[src/rtl/fetch_sequencer.sv]
// Instruction-fetch controller: owns the fetch PC, runs a single-outstanding req/ack
// fetch to instruction memory and queues returned words with their PCs for decode.
//
// state | meaning
// IDLE  | no request outstanding; issue when the buffer has room
// BUSY  | request outstanding, returned data will be kept
// DRAIN | request outstanding after a redirect, returned data is discarded
module fetch_sequencer #(
  parameter int                    DATA_WIDTH = 32,
  parameter logic [DATA_WIDTH-1:0] RESET_PC   = '0,
  parameter int                    BUF_DEPTH  = 2
) (
  input  logic                  clk,
  input  logic                  rst,
  input  logic                  redirect_valid,
  input  logic [DATA_WIDTH-1:0] redirect_pc,
  output logic                  imem_req,
  output logic [DATA_WIDTH-1:0] imem_addr,
  input  logic                  imem_ack,
  input  logic [DATA_WIDTH-1:0] imem_rdata,
  output logic                  instr_valid,
  output logic [DATA_WIDTH-1:0] instr,
  output logic [DATA_WIDTH-1:0] instr_pc,
  input  logic                  instr_ready,
  output logic [DATA_WIDTH-1:0] fetch_count
);

  localparam int            PW      = $clog2(BUF_DEPTH);
  localparam logic [PW:0]   DEPTH_C = (PW+1)'(BUF_DEPTH);

  typedef enum logic [1:0] {IDLE, BUSY, DRAIN} state_t;

  state_t                state;
  logic [DATA_WIDTH-1:0] fetch_pc;
  logic [DATA_WIDTH-1:0] buf_instr [BUF_DEPTH];
  logic [DATA_WIDTH-1:0] buf_pc    [BUF_DEPTH];
  logic [PW-1:0]         rd_ptr;
  logic [PW-1:0]         wr_ptr;
  logic [PW:0]           count;
  logic [DATA_WIDTH-1:0] redirect_tgt;
  logic                  push;
  logic                  pop;
  logic                  unused_pc_lsb;

  assign redirect_tgt  = {redirect_pc[DATA_WIDTH-1:2], 2'b00};
  assign unused_pc_lsb = &{1'b0, redirect_pc[1:0]};

  // A redirect hides the head so decode never consumes a word that is being flushed.
  assign instr_valid = (count != '0) && !redirect_valid;
  assign instr       = buf_instr[rd_ptr];
  assign instr_pc    = buf_pc[rd_ptr];
  assign pop         = instr_valid && instr_ready;
  assign push        = (state == BUSY) && imem_ack && !redirect_valid;

  always_ff @(posedge clk) begin
    if (rst) begin
      state     <= IDLE;
      imem_req  <= 1'b0;
      imem_addr <= RESET_PC;
      fetch_pc  <= RESET_PC;
    end else begin
      case (state)
        IDLE: begin
          if (redirect_valid) begin
            fetch_pc <= redirect_tgt;
          end else if (count < DEPTH_C) begin
            imem_req  <= 1'b1;
            imem_addr <= fetch_pc;
            state     <= BUSY;
          end
        end
        BUSY: begin
          if (imem_ack) begin
            imem_req <= 1'b0;
            state    <= IDLE;
            fetch_pc <= redirect_valid ? redirect_tgt : fetch_pc + DATA_WIDTH'(4);
          end else if (redirect_valid) begin
            fetch_pc <= redirect_tgt;
            state    <= DRAIN;
          end
        end
        DRAIN: begin
          if (redirect_valid) fetch_pc <= redirect_tgt;
          if (imem_ack) begin
            imem_req <= 1'b0;
            state    <= IDLE;
          end
        end
        default: begin
          imem_req <= 1'b0;
          state    <= IDLE;
        end
      endcase
    end
  end

  // Flush beats any push or pop in the same cycle.
  always_ff @(posedge clk) begin
    if (rst || redirect_valid) begin
      rd_ptr <= '0;
      wr_ptr <= '0;
      count  <= '0;
    end else begin
      if (push) wr_ptr <= wr_ptr + PW'(1);
      if (pop)  rd_ptr <= rd_ptr + PW'(1);
      case ({push, pop})
        2'b10:   count <= count + (PW+1)'(1);
        2'b01:   count <= count - (PW+1)'(1);
        default: count <= count;
      endcase
    end
  end

  always_ff @(posedge clk) begin
    if (push) begin
      buf_instr[wr_ptr] <= imem_rdata;
      buf_pc[wr_ptr]    <= imem_addr;
    end
  end

  always_ff @(posedge clk) begin
    if (rst)      fetch_count <= '0;
    else if (pop) fetch_count <= fetch_count + DATA_WIDTH'(1);
  end

endmodule
[config.mk]
export PLATFORM = sky130hd
export DESIGN_NAME = fetch_sequencer
export DESIGN_NICKNAME = d
export VERILOG_FILES = /design/src/rtl/fetch_sequencer.sv
export SDC_FILE = /design/constraint.sdc
export NUM_CORES = 1
export LEC_CHECK = 0
export BUFFER_PORTS_ARGS = -buffer_cell sky130_fd_sc_hd__buf_2
export CAP_MARGIN = 20
export CORE_AREA = 4 4 130 132
export CTS_BUF_LIST = sky130_fd_sc_hd__clkbuf_2
export CTS_CLUSTER_DIAMETER = 30
export DETAILED_ROUTE_END_ITERATION = 12
export DIE_AREA = 0 0 134 136
export PLACE_DENSITY = 0.95
export SETUP_SLACK_MARGIN = 0.2
export SLEW_MARGIN = 20
export SYNTH_ARGS = -nofsm -noshare
export SYNTH_HDL_FRONTEND = slang
export SYNTH_SLANG_ARGS = --single-unit
[constraint.sdc]
create_clock -name clk -period 13.4 [get_ports clk]
set_clock_uncertainty 0.05 [all_clocks]
set_input_delay 2.68 -clock clk [delete_from_list [all_inputs] [get_ports clk]]
set_output_delay 2.68 -clock clk [all_outputs]
set_load 0.01 [all_outputs]
-- After elaboration in Yosys (flattened, before gate mapping)
Memory sizes are Yosys's and may differ from the RTL's. A register that Yosys moved wholly into a read port is not among the register bits.
Cells that the tools add are included.
- memory bits (writable): 128
- memories kept: 2
- register bits after elaboration: 103
- input bits: 69
- output and inout bits: 130
- bitwise logic cells: 1
- equality and inequality tests: 9
- $lt $le $gt $ge: 1
- reduce and logical (&&, ||, !) cells: 15
- $add $sub $neg: 6
- muxes and demuxes: 21
- memory list (memory ; words ; bits a word ; read ports ; clocked after Yosys merged registers in ; wr ports ; RTL line ; text):
    buf_instr ; 2 ; 32 ; 1 ; 1 ; 1 ; 35 ; logic [DATA_WIDTH-1:0] buf_instr [BUF_DEPTH];
    buf_pc ; 2 ; 32 ; 1 ; 1 ; 1 ; 36 ; logic [DATA_WIDTH-1:0] buf_pc [BUF_DEPTH];
- operators with widths (cell ; count):
    32-bit 2-to-1 mux ; 3
    32-bit case mux with 2 select lines ; 1
    32-bit by 1-bit adder with 32-bit output (second input constant) ; 1
    32-bit by 3-bit adder with 32-bit output (second input constant) ; 1
    2-bit 2-to-1 mux ; 5
    1-bit 2-to-1 mux ; 9
    2-bit inequality test (second input constant) ; 3
    2-bit case mux with 3 select lines ; 1
    3-bit AND reduction ; 2
    2-bit nonzero test ; 3
    2-bit by 1-bit equality test with 1-bit output (second input constant) ; 2
    2-bit equality test (second input constant) ; 2
    1-bit logical AND ; 4
    2-bit case mux with 2 select lines ; 1
    4-bit AND reduction ; 1
    2-bit OR reduction ; 2
    3-bit inequality test (second input constant) ; 1
    1-bit adder (second input constant) ; 2
    2-bit by 1-bit adder with 2-bit output (second input constant) ; 1
    2-bit logical NOT ; 1
    2-bit < comparator (second input constant) ; 1
    2-bit by 1-bit inequality test with 1-bit output (second input constant) ; 1
    1-bit case mux with 2 select lines ; 1
    2-bit by 1-bit subtractor with 2-bit output (second input constant) ; 1
    other kinds (3) ; 3

-- Depth between registers and ports, before layout
- depth after elaboration: 5
- gate-level depth with buffers: 9
- gate-level depth less buffers: 8

-- Least setup slack after synthesis
No wires, ideal clock.
- path kind: input to register
- start: input redirect_valid
- end: memory buf_instr[0][0], enable pin
- library setup time: 0.486 ns
- stages on the path: 4
- slack: 7.046 ns
- data arrival time: 5.818 ns
- required time: 12.864 ns
- cells stage by stage: clkbuf_1 -> nor2b_1 -> nand2_1 -> nor2_1
- cells in the longest elaborated chain, start to end: 4
- RTL lines (item ; RTL line ; text):
    from (decl) ; 15 ; input logic redirect_valid,
    1-bit logical NOT ; 53 ; assign push = (state == BUSY) && imem_ack && !redirect_valid;
    1-bit logical AND ; 53 ;
    1-bit 2-to-1 mux ; 115 ; if (push) begin
    1-bit 2-to-1 mux (not written as such) ; 116 ; buf_instr[wr_ptr] <= imem_rdata;
    to (decl) ; 35 ;
No other way between the ends.

-- Worst setup path in the final report
- start: input redirect_valid
- end: output instr_valid
- cells in the longest elaborated chain, start to end: 2
- RTL lines (item ; RTL line ; text):
    1-bit logical NOT ; 49 ; assign instr_valid = (count != '0) && !redirect_valid;
    1-bit logical AND ; 49 ;
    to (decl) ; 21 ; output logic instr_valid,
No other way between the ends.

==> impl_metrics.ini <==
[logic_synthesis]
synth_top_flop_cell = edfxtp_1
synth_warnings = 0
yosys-top-cells-area = edfxtp_1, dfxtp_1, mux2_2
yosysSeqAreaShare_pct = 62.6
synthXorXnorAreaFrac_pct = 2.96
syn_area_mm2 = 0.00946
synth_compound_area_share_pct = 8.33
synth_top_area_share_pct = 40.6
synth.distinct_cells = 50
synth_edf_count = 128
syn_inst = 812
synthMuxAreaShare_pct = 8.83
syn_nets = 888
synthArstFlopShare_pct = 0
synth_top_family_by_area = simple AND/OR/NAND/NOR gates
synthSimpleGateAreaFrac_pct = 14.1
synth_top_area_cell = edfxtp_1
synth_fa_ha_area_share_pct = 0.926
syn_avg_cell_area_um2 = 11.7
synth-seq-cells = 232

[route]
drt.antenna.violating_nets = 0
wl_mm = 23.0
wl_per_cell_um = 17.7
vias = 7341
via_per_inst = 5.65
dr.pass1.iters = 8
route.detailed.drc = 0
drt_iter0_drc = 659

[timing]
hold_ws_ns = 0.427
fin_setup_tns_ns = 0
setup_viol = 0
maxSlewHeadroom_pct = 27.3
max_clock_freq_mhz = 158
final.min_clock_period_ns = 6.34
worst_pin_slew_ns = 1.08
min_period_over_period_pct = 47.3
rsz0062_at_grt = false
finalHoldViolations = 0
drv_slew = 0

[flow_run]
drv_cap = 0

[pwr]
power_density_mw_per_mm2 = 122
p_leak_nw = 4.40
ir_drop_uv = 80.8

[placement]
place_congestion = 0.884
port_buffers = 196
dp_hpwl_mm = 15.2
post_dp_cell_area_mm2 = 0.0106

[worst_setup_path]
startpoint_type = primary input
regToRegEndpoint = fetch_pc[19]
path_class = primary input to primary output
critPathCaptureType = primary output
worstPathMaxFanout = 49
critPathLaunch = redirect_valid
worstPathRequired_ns = 10.67
r2r_setup_slack_ns = 10.40
worstSetupEndpoint = instr_valid
r2r_cells = 7
r2r_start = state[1]
worstPathArrival_ns = 3.61

[die]
rows = 46
core-area_mm2 = 0.0157
die-height_um = 136
start_util_pct = 60.2
die_x_um = 134
dieArea_mm2 = 0.0182
io_pins = 199

[global_routing]
grt_start_max_net_pins = 93
grt_util_all_layers_pct = 24.9
grt_pass1_wl_mm = 36.9
grt-ovfl-total = 0
antenna_found_initial = 6
grt_pass1_vias = 7479

[run_status]
outcome = completed

[cts]
numCtsBuffers = 58
ctsResizeCount = 0
clkTransAtPathRegs_ns = 0.11
clockRootBuffer = clkbuf_2
cts_setup_buffers = 0
hold_buffers = 0
cts_buffer_depth = 3
insertion_delay_ns = 0.80
tritoncts = yes
h-tree-depth = 2
clock-sinks = 232

[min_path]
min_path_type = flip-flop to flip-flop

[final_layout]
syn2layout_area_growth_pct = 18.1
fin_area_mm2 = 0.0112
drive_gt1_share_pct = 35.3
final_nets = 1108
[through the flow]
stage               total power, mW  cells  utilization [%]  setup slack, ns
detailed placement            0.906   1188             67.5             7.08
global route                   1.44   1299             71.1             6.97
finish                         1.37   1299             71.1             7.06
global placement              0.899   1188             67.5             7.10
floorplan                     0.864    812                -             7.05
CTS                            1.38   1296             71.0             7.08
[cell usage in the layout (no fill, tap or decap), types with 22 or more instances in the layout]
| master | instances |
|---|---|
| nor2_1 | 67 |
| nand3_1 | 28 |
| nand4_1 | 24 |
| dfxtp_1 | 103 |
| edfxtp_1 | 128 |
| clkbuf_2 | 90 |
| mux2_2 | 68 |
| a21oi_1 | 61 |
| nand2_1 | 99 |
| o21ai_0 | 22 |
| buf_2 | 196 |
| xor2_1 | 23 |
[power breakdown]
group | internal [mW] | leakage (nW) | switching (mW) | total [mW]
sequential | 0.771 | 2.01 | 0.0168 | 0.788
clock | 0.199 | 0.432 | 0.276 | 0.475
combinational | 0.0399 | 1.96 | 0.0639 | 0.104
[cell usage after synthesis, types with 4 or more instances]
master    instances
and2_1            4
xor2_1           23
o221a_2           4
dfxtp_1         104
nand3_1          28
clkbuf_1         39
a22oi_1           7
a21o_1            4
and3_1           12
o22ai_1           9
nand4_1          24
nor4_1            7
nor2_1           68
o21a_1            4
a31oi_1           7
mux2i_1           7
edfxtp_1        128
xnor2_1           9
nor3_1           16
o21ai_0          22
or3_1             4
nand2_1         100
ha_1              7
a21oi_1          61
mux2_2           68
inv_1            10
[per-layer routing]
metal  global-route usage (%)  share of wire, %  up-vias
li1                         -                 -     3444
met3                     6.96               9.0       65
met5                        0              0.19        -
met2                     42.1                50      381
met4                     11.8               3.1        6
met1                     29.8                38     3445
[logic make-up (layout without fill, tap and decap cells)]
family / after synthesis / after routing
other: 0 / 3
adders and majority gates: 7 / 7
and+or+nand+nor: 280 / 280
xor gates and xnor gates: 32 / 32
buffers and inverters: 55 / 323
DFF: 232 / 232
AOI/OAI and AO/OA: 131 / 131
muxes: 75 / 75
[area by class of cell]
class / instances / area (um^2)
flip-flops and latches: 232 / 5930
fillers: 1113 / 4540
multi-input cells: 525 / 3340
repair buffers: 203 / 1030
clock buffers: 90 / 450
well taps: 216 / 270
clock inverters: 18 / 100
inverters: 12 / 45.0
diodes: 3 / 7.51
[flip-flops by register name (all words and copies together), names as in the netlist, named ones only]
name / cells
imem_req: 1
state: 2
fetch_pc: 32
rd_ptr: 1
fetch_count: 32
count: 2
buf_pc: 64
wr_ptr: 1
imem_addr: 32
buf_instr: 64
[worst max-delay path, cell delays in order]
cell    delay [ns]
buf_2         0.65
nor2_1        0.11
buf_2         0.17
[worst min path at each step]
stage,start,end,depth (start not counted),slack [ns]
floorplan,fetch_pc[0],imem_addr[0],2,0.38
global placement,fetch_pc[1],imem_addr[1],2,0.39
detailed placement,fetch_pc[0],imem_addr[0],2,0.40
CTS,fetch_pc[6],imem_addr[6],2,0.42
global route,fetch_pc[6],imem_addr[6],2,0.43
finish,fetch_pc[6],imem_addr[6],2,0.43
Note: power is estimated with default switching activity, not from simulation.
